### src/rtl/id_ex_stage_pkg.sv
`default_nettype none
// ============================================================================
// Module   : id_ex_stage_pkg
// Brief    : Shared encodings and the control-bundle type for the ID/EX stage.
// Revision : 1.0 - initial release
// ============================================================================
package id_ex_stage_pkg;

  localparam logic [6:0] R_TYPE      = 7'b0110011;
  localparam logic [6:0] I_TYPE      = 7'b0010011;
  localparam logic [6:0] LOAD_TYPE   = 7'b0000011;
  localparam logic [6:0] STORE_TYPE  = 7'b0100011;
  localparam logic [6:0] BRANCH_TYPE = 7'b1100011;

  localparam logic [1:0] R_OP     = 2'b10;
  localparam logic [1:0] B_OP     = 2'b01;
  localparam logic [1:0] OTHER_OP = 2'b00;

  localparam logic [1:0] REG = 2'd0;
  localparam logic [1:0] MEM = 2'd1;
  localparam logic [1:0] IMM = 2'd2;

  localparam logic [4:0] X0 = 5'd0;

  typedef struct packed {
    logic       branch;
    logic       memread;
    logic       memtoreg;
    logic       memwrite;
    logic       alusrc;
    logic       regwrite;
    logic [1:0] aluop;
  } ctrl_t;

endpackage : id_ex_stage_pkg
`default_nettype wire

### src/rtl/load_use_detect.sv
`default_nettype none
// ============================================================================
// Module   : load_use_detect
// Brief    : Combinational load-use hazard check; a flush suppresses the stall.
// Revision : 1.0 - initial release
// ============================================================================
module load_use_detect
  import id_ex_stage_pkg::*;
(
  input  logic       ex_valid,
  input  logic       ex_memread,
  input  logic [4:0] ex_rd,
  input  logic       id_valid,
  input  logic [4:0] id_rs1,
  input  logic [4:0] id_rs2,
  input  logic       flush,
  output logic       hazard,
  output logic       stall
);

  logic w_rd_match;

  // rs2 is checked regardless of format; an occasional spurious I-type stall is harmless
  assign w_rd_match = (ex_rd == id_rs1) | (ex_rd == id_rs2);
  assign hazard     = id_valid & ex_valid & ex_memread & (ex_rd != X0) & w_rd_match;
  assign stall      = hazard & ~flush;

endmodule : load_use_detect
`default_nettype wire

### src/rtl/id_ex_stage.sv
`default_nettype none
// ============================================================================
// Module   : id_ex_stage
// Brief    : ID/EX pipeline register with load-use bubble insertion and a
//            saturating count of inserted bubbles.
// Revision : 1.0 - initial release
// ============================================================================
module id_ex_stage
  import id_ex_stage_pkg::*;
#(
  parameter int XLEN  = 32,
  parameter int CNT_W = 16
) (
  input  logic             clk_i,
  input  logic             rst_i,
  input  logic             id_valid_i,
  input  logic             id_branch_i,
  input  logic             id_memread_i,
  input  logic             id_memtoreg_i,
  input  logic             id_memwrite_i,
  input  logic             id_alusrc_i,
  input  logic             id_regwrite_i,
  input  logic [1:0]       id_aluop_i,
  input  logic [XLEN-1:0]  id_rs1_data_i,
  input  logic [XLEN-1:0]  id_rs2_data_i,
  input  logic [XLEN-1:0]  id_imm_i,
  input  logic [XLEN-1:0]  id_pc_i,
  input  logic [9:0]       id_funct_i,
  input  logic [4:0]       id_rs1_i,
  input  logic [4:0]       id_rs2_i,
  input  logic [4:0]       id_rd_i,
  input  logic             flush_i,
  output logic             stall_o,
  output logic             ex_valid_o,
  output logic             ex_branch_o,
  output logic             ex_memread_o,
  output logic             ex_memtoreg_o,
  output logic             ex_memwrite_o,
  output logic             ex_alusrc_o,
  output logic             ex_regwrite_o,
  output logic [1:0]       ex_aluop_o,
  output logic [XLEN-1:0]  ex_rs1_data_o,
  output logic [XLEN-1:0]  ex_rs2_data_o,
  output logic [XLEN-1:0]  ex_imm_o,
  output logic [XLEN-1:0]  ex_pc_o,
  output logic [9:0]       ex_funct_o,
  output logic [4:0]       ex_rs1_o,
  output logic [4:0]       ex_rs2_o,
  output logic [4:0]       ex_rd_o,
  output logic [CNT_W-1:0] bubble_cnt_o
);

  localparam logic [CNT_W-1:0] C_CNT_MAX = {CNT_W{1'b1}};

  logic            r_valid;
  ctrl_t           r_ctrl;
  logic [XLEN-1:0] r_rs1_data;
  logic [XLEN-1:0] r_rs2_data;
  logic [XLEN-1:0] r_imm;
  logic [XLEN-1:0] r_pc;
  logic [9:0]      r_funct;
  logic [4:0]      r_rs1;
  logic [4:0]      r_rs2;
  logic [4:0]      r_rd;
  logic [CNT_W-1:0] r_bubble_cnt;

  ctrl_t w_id_ctrl;
  logic  w_hazard;
  logic  w_stall;
  logic  w_bubble;
  logic  w_count;

  assign w_id_ctrl = '{branch:   id_branch_i,
                       memread:  id_memread_i,
                       memtoreg: id_memtoreg_i,
                       memwrite: id_memwrite_i,
                       alusrc:   id_alusrc_i,
                       regwrite: id_regwrite_i,
                       aluop:    id_aluop_i};

  load_use_detect u_load_use_detect (
    .ex_valid   (r_valid),
    .ex_memread (r_ctrl.memread),
    .ex_rd      (r_rd),
    .id_valid   (id_valid_i),
    .id_rs1     (id_rs1_i),
    .id_rs2     (id_rs2_i),
    .flush      (flush_i),
    .hazard     (w_hazard),
    .stall      (w_stall)
  );

  assign w_bubble = flush_i | w_hazard;
  // Flushing an empty slot discards nothing, so it is not counted
  assign w_count  = w_bubble & (id_valid_i | w_hazard);

  always_ff @(posedge clk_i or negedge rst_i) begin
    if (!rst_i) begin
      r_valid    <= 1'b0;
      r_ctrl     <= '0;
      r_rs1_data <= '0;
      r_rs2_data <= '0;
      r_imm      <= '0;
      r_pc       <= '0;
      r_funct    <= '0;
      r_rs1      <= '0;
      r_rs2      <= '0;
      r_rd       <= '0;
    end else if (w_bubble) begin
      r_valid    <= 1'b0;
      r_ctrl     <= '0;
      r_rs1_data <= '0;
      r_rs2_data <= '0;
      r_imm      <= '0;
      r_pc       <= '0;
      r_funct    <= '0;
      r_rs1      <= '0;
      r_rs2      <= '0;
      r_rd       <= '0;
    end else begin
      r_valid    <= id_valid_i;
      r_ctrl     <= w_id_ctrl;
      r_rs1_data <= id_rs1_data_i;
      r_rs2_data <= id_rs2_data_i;
      r_imm      <= id_imm_i;
      r_pc       <= id_pc_i;
      r_funct    <= id_funct_i;
      r_rs1      <= id_rs1_i;
      r_rs2      <= id_rs2_i;
      r_rd       <= id_rd_i;
    end
  end

  always_ff @(posedge clk_i or negedge rst_i) begin
    if (!rst_i) begin
      r_bubble_cnt <= '0;
    end else if (w_count && (r_bubble_cnt != C_CNT_MAX)) begin
      r_bubble_cnt <= r_bubble_cnt + 1'b1;
    end
  end

  assign stall_o       = w_stall;
  assign ex_valid_o    = r_valid;
  assign ex_branch_o   = r_ctrl.branch;
  assign ex_memread_o  = r_ctrl.memread;
  assign ex_memtoreg_o = r_ctrl.memtoreg;
  assign ex_memwrite_o = r_ctrl.memwrite;
  assign ex_alusrc_o   = r_ctrl.alusrc;
  assign ex_regwrite_o = r_ctrl.regwrite;
  assign ex_aluop_o    = r_ctrl.aluop;
  assign ex_rs1_data_o = r_rs1_data;
  assign ex_rs2_data_o = r_rs2_data;
  assign ex_imm_o      = r_imm;
  assign ex_pc_o       = r_pc;
  assign ex_funct_o    = r_funct;
  assign ex_rs1_o      = r_rs1;
  assign ex_rs2_o      = r_rs2;
  assign ex_rd_o       = r_rd;
  assign bubble_cnt_o  = r_bubble_cnt;

endmodule : id_ex_stage
`default_nettype wire

### config.mk
export PLATFORM = sky130hd
export DESIGN_NAME = id_ex_stage
export DESIGN_NICKNAME = d
export VERILOG_FILES = /design/src/rtl/id_ex_stage_pkg.sv /design/src/rtl/load_use_detect.sv /design/src/rtl/id_ex_stage.sv
export SDC_FILE = /design/constraint.sdc
export NUM_CORES = 1
export LEC_CHECK = 0
export ABC_AREA = 1
export CORE_AREA = 2 2 135 137
export DETAILED_ROUTE_END_ITERATION = 12
export DIE_AREA = 0 0 137 139
export GPL_ROUTABILITY_DRIVEN = 0
export GPL_TIMING_DRIVEN = 0
export PLACE_DENSITY = 0.79
export SETUP_SLACK_MARGIN = 0.2
export SLEW_MARGIN = 10
export SYNTH_ARGS = -nofsm -noshare
export SYNTH_HDL_FRONTEND = slang
export SYNTH_SLANG_ARGS = --single-unit
### constraint.sdc
create_clock -name clk_i -period 2.9 [get_ports clk_i]
set_input_delay 0.435 -clock clk_i [delete_from_list [all_inputs] [get_ports clk_i]]
set_output_delay 0.435 -clock clk_i [all_outputs]
set_load 0.02 [all_outputs]
======== Word-level counts from Yosys, hierarchy flattened ========
Index checks and enable logic that the tools add are counted.
cells by class
  $add $sub $neg .......................... 1
  eq/ne operators ......................... 3
  muxes and demuxes ....................... 10
  bitwise operators ....................... 10
  reduce and logical (&&, ||, !) cells .... 2
operators by type and width
  cell                                           number
  2-to-1 mux 32 bit                              4
  adder 16 x 1 -> 16 bit, second input constant  1
  != test 16 bit, second input constant          1
  2-to-1 mux 5 bit                               3
  equality test 5 bit                            2
  2-to-1 mux 10 bit                              1
  2-to-1 mux 8 bit                               1
  bitwise AND 1 bit                              6
  nonzero test 5 bit                             1
  bitwise OR 1 bit                               3
  logical AND 1 bit                              1
  2-to-1 mux 1 bit                               1
  inverter 1 bit                                 1
word-level totals
  register bits after elaboration ......... 178
  input port bits ......................... 165
  word-level logic and storage cells ...... 43

======== Logic depth before layout (Yosys ltp) ========
  depth after elaboration ................. 7
  gate-level depth with buffers ........... 12
  depth with buffers taken out ............ 11

======== By module ========
A second synthesis with hierarchy kept.
second synthesis, totals
  cells, all modules ...................... 706
  area, all modules ....................... 6671.4 um2
by module, submodules not included
  module           instances  cells an instance  area each (um2)
  id_ex_stage      1          654                6453.7
  load_use_detect  1          52                 217.7

======== Worst setup path after synthesis ========
OpenSTA, ideal clock, no wires.
  path kind ............................... register to register
  start point ............................. register r_bubble_cnt[0], in the netlist bubble_cnt_o[0]
  end point ............................... register r_bubble_cnt[11], in the netlist bubble_cnt_o[11]
  library setup time ...................... 118 ps
  data arrival time ....................... 1585 ps
  slack ................................... 1197 ps
  cell stages (with the launch flop) ...... 10
  buffers on the path ..................... 1
  period minus slack after synthesis ...... 1703 ps
  cells stage by stage .................... dfrtp_1 ha_1 nand3_2 nor2_4 nand4_1 nor2_2 inv_2 buf_2 nand3_1 nand2_1
on the way
  longest elaborated chain between the ends .. 2
  elaborated cells on any way between the ends .. 3
RTL lines
  what                                                                            line                RTL
  start: declaration                                                              id_ex_stage.sv:65   logic [CNT_W-1:0] r_bubble_cnt;
  start signal: assignment                                                        id_ex_stage.sv:138  r_bubble_cnt <= r_bubble_cnt + 1'b1;
  parallel branches: the longest is 2 deep, another holds adder 16 x 1 -> 16 bit  --
Parallel ways; which one is timed is not known.
A chain may end at the register's enable or synchronous reset.

======== Worst setup path after layout ========
  start point ............................. input id_rs1_i[3]
  end point ............................... output stall_o
on the way
  longest elaborated chain between the ends .. 4
RTL lines
  what                 line                   RTL
  start: declaration   id_ex_stage.sv:29      input logic [4:0] id_rs1_i,
  equality test 5 bit  load_use_detect.sv:24  assign w_rd_match = (ex_rd == id_rs1) | (ex_rd == id_rs2);
  bitwise OR 1 bit     load_use_detect.sv:24
  bitwise AND 1 bit    load_use_detect.sv:25  assign hazard = id_valid & ex_valid & ex_memread & (ex_rd != X0) & w_rd_match;
  bitwise AND 1 bit    load_use_detect.sv:26  assign stall = hazard & ~flush;
  end: declaration     id_ex_stage.sv:33      output logic stall_o,
Every way passes these cells.

==> metrics.log <==
INFO  metric finalHoldViolations = 0
INFO  metric cts_tree = built
INFO  metric worst_slack = 0.696 ns
INFO  metric place_worst_setup_slack = 0.306 ns
INFO  metric post_route_cells_drive_above_1_share = 6.33%
INFO  metric final.period_utilization = 76.0%
INFO  metric avgSynthCellArea = 9.69 um2
INFO  metric cts-buffers-inserted = 17
INFO  metric setup.worst_path.start_class = input pin
INFO  metric maximum_achievable_frequency = 0.454 GHz
INFO  metric io_pins = 344
INFO  metric maxSlewHeadroom = 61.7%
INFO  metric cts_root_buffer = clkbuf_16
INFO  metric postSynthCellCount = 682
INFO  metric synth-async-reset-ratio = 100%
INFO  metric fin_tns_setup = 0 ns
INFO  metric portBuffers = 343
INFO  metric clock_skew = 0.0138 ns
INFO  metric synth_top_cell_by_area = dfrtp_1
INFO  metric finalMaxSlewViolations = 0
INFO  metric synthMostInstantiatedCell = dfrtp_1
INFO  metric htree_levels = 4
INFO  metric synth.net_count = 848
INFO  metric power-per-cell-area = 561 mW/mm2
INFO  metric synth.top_cell.area_share = 67.4%
INFO  metric clkLatencyLatePin = 0.42 ns
INFO  metric dieWidth = 137 um
INFO  metric syn-cell-area = 0.00661 mm2
INFO  metric postSynth.topFlopCell = dfrtp_1
INFO  metric min-delay-path-class = in2reg
INFO  metric core-area = 0.0177 mm2
INFO  metric first_iter_violations = 256
INFO  metric antenna_violating_nets_post_route = 0
INFO  metric final_period_minus_worst_setup_slack = 2.20 ns
INFO  metric worst-path-max-fanout = 3
INFO  metric synth.distinct_cells = 21
INFO  metric synth-seq-area-share = 67.4%
INFO  metric post_synth_main_area_contributors = dfrtp_1, inv_1, nor2_1, nand2_1, nand3_1
INFO  metric synth-warning-count = 0
INFO  metric crit_arrival = 1.77 ns
INFO  metric timing.setup.critical_path_class = in2out
INFO  metric route.final.wire_length = 18,400 um
INFO  metric global_route.overflow_total = 0
INFO  metric layout-area-overhead-vs-synth = 66.5%
INFO  metric whs = 0.517 ns
INFO  metric synth-edff-count = 0
INFO  metric first_global_vias = 5,700
INFO  metric pin_count_of_the_biggest_net_entering_global_routing = 106
INFO  metric max_cap_violations = 0
INFO  metric initial_utilization = 37.4%
INFO  metric dp_area = 0.0104 mm2
INFO  metric core.rowCount = 49
INFO  metric grt_usage = 20.2%
INFO  metric ys_ff_latch = 178
INFO  metric fin_nets = 1,212
INFO  metric synth_commonest_cells = dfrtp_1, inv_1, nor2_1
INFO  metric routed-via-count = 5,416
INFO  metric power.ir.vdd_worst = 0.384 mV
INFO  metric remaining_drc_errors = 0
INFO  metric post_drt_wl_per_cell = 14.3 um
INFO  metric run_status = finished, final reports clean
INFO  metric final_cell_area = 0.0110 mm2
INFO  metric rsz_0062_raised_after_global_routing = false
INFO  metric final.fill_count = 1,438
INFO  metric total_power = 6.17 mW
INFO  metric antenna_found_initial = 0
INFO  metric cp.required = 2.47 ns
INFO  metric worst_slew_pin_slew = 0.575 ns
INFO  metric endpoint_type_of_the_worst_setup_path = primary output
INFO  metric count_of_tritonroute_iterations_in_the_first_routing_pass = 4
INFO  metric cts_post_setup_buffers_inserted = 0
INFO  metric clock_tree.buffer_depth = 2
INFO  metric setup_viol = 0
INFO  metric floorplan.die_area = 0.0190 mm2
INFO  metric dpl_hpwl = 14,100 um
INFO  metric global_route_wire_length_before_repair = 29,300 um
INFO  metric leakage = 5.60 nW
INFO  metric drt-vias-per-instance = 4.21
INFO  metric fp.dieH = 139 um
INFO  metric cts.sinks = 178
INFO  metric antennaDiodeCount = 0
INFO  metric worst_setup_hold_path_clk_slew = 0.07 ns
## metal layers
layer	GRT usage (%)	wire length [um]
met1	22.6	6750
met2	35.0	9540
met3	6.98	1580
met4	7.87	505
met5	0	0
## layout make-up
type                       count  area (um2)  share of cell area (%)
buffer                        20         165                    1.50
timing repair buffer         345        3480                    31.6
clock inverter                13         198                    1.80
inverter                     183         687                    6.25
multi-input combinational    301        1300                    11.8
tap                          229         287                    2.60
sequential                   178        4450                    40.5
clock buffer                  18         429                    3.90
## through the flow
stage | instances | utilization (%)
4_1_cts | 1287 | 62.3
6_report | 1287 | 62.3
2_1_floorplan | 682 | -
3_5_place_dp | 1255 | 58.7
3_3_place_gp | 1254 | 58.5
5_1_grt | 1287 | 62.3
## worst max-delay path, stage by stage
cell             delay, ns
clkdlybuf4s50_1       0.49
inv_1                 0.06
nand2_1               0.06
nand2_1               0.05
nor2_1                0.10
nand3_1               0.08
nand2_1               0.09
nand2_2               0.09
nor2_1                0.09
dlymetal6s2s_1        0.23
## placed cells by master (no fill, tap or decap), types with 2 or more instances in the layout
cell / netlist / layout
buf_2: 9 / 9
buf_6: 10 / 10
bufinv_16: 0 / 4
clkbuf_16: 0 / 17
clkdlybuf4s50_1: 0 / 341
clkinvlp_4: 0 / 3
dfrtp_1: 178 / 178
inv_1: 177 / 177
inv_2: 5 / 5
inv_6: 0 / 4
nand2_1: 70 / 70
nand2_2: 2 / 2
nand2_4: 2 / 2
nand3_1: 23 / 23
nand4_1: 4 / 4
nor2_1: 174 / 174
nor2_2: 3 / 3
nor3_1: 5 / 5
xnor2_1: 5 / 5
xor2_1: 9 / 9
## path summary, 6_finish.rpt
check / start / end / slack [ns] / cells after the start
setup / recovery: id_rs1_i[3] / stall_o / 0.70 / 10
hold / removal: id_rd_i[3] / ex_rd_o[3] / 0.52 / 3
setup reg to reg: ex_rd_o[0] / ex_funct_o[2] / 1.07 / 10
hold reg to reg: bubble_cnt_o[12] / bubble_cnt_o[12] / 0.54 / 2
max in group asynchronous: rst_i / ex_pc_o[0] / 1.44 / 3
min in group asynchronous: rst_i / ex_rs2_o[3] / 0.53 / 2
## registers in the layout, indices dropped and copies added, names as in the netlist, 2 cells and up
register / flops
ex_rs2_o: 5
ex_rs1_data_o: 32
ex_rs1_o: 5
bubble_cnt_o: 16
ex_funct_o: 10
ex_rs2_data_o: 32
ex_pc_o: 32
ex_imm_o: 32
ex_rd_o: 5
ex_aluop_o: 2
## where the power goes
group	internal [mW]	switching (mW)	total [mW]
sequential	2.62	0.0735	2.69
combinational	0.529	0.484	1.01
clock	1.46	1.01	2.46
## cell families (layout without fill, tap and decap cells)
kind of cell / Yosys count / in the layout / synth area share (%)
xor gates and xnor gates: 14 / 14 / 1.86
adders and majority gates: 1 / 1 / 0.189
DFF: 178 / 178 / 67.4
buffers and inverters: 203 / 579 / 12.9
and+or+nand+nor: 286 / 286 / 17.6
## timing repair
| action | CTS | global route |
|---|---|---|
| gates resized for setup | 0 | 1 |
| hold buffers | 1 | 0 |
| endpoints found under the hold margin | 23 | 0 |
| endpoints found under the setup margin | 0 | 1 |
No activity file was read; power rests on OpenSTA's default activity.
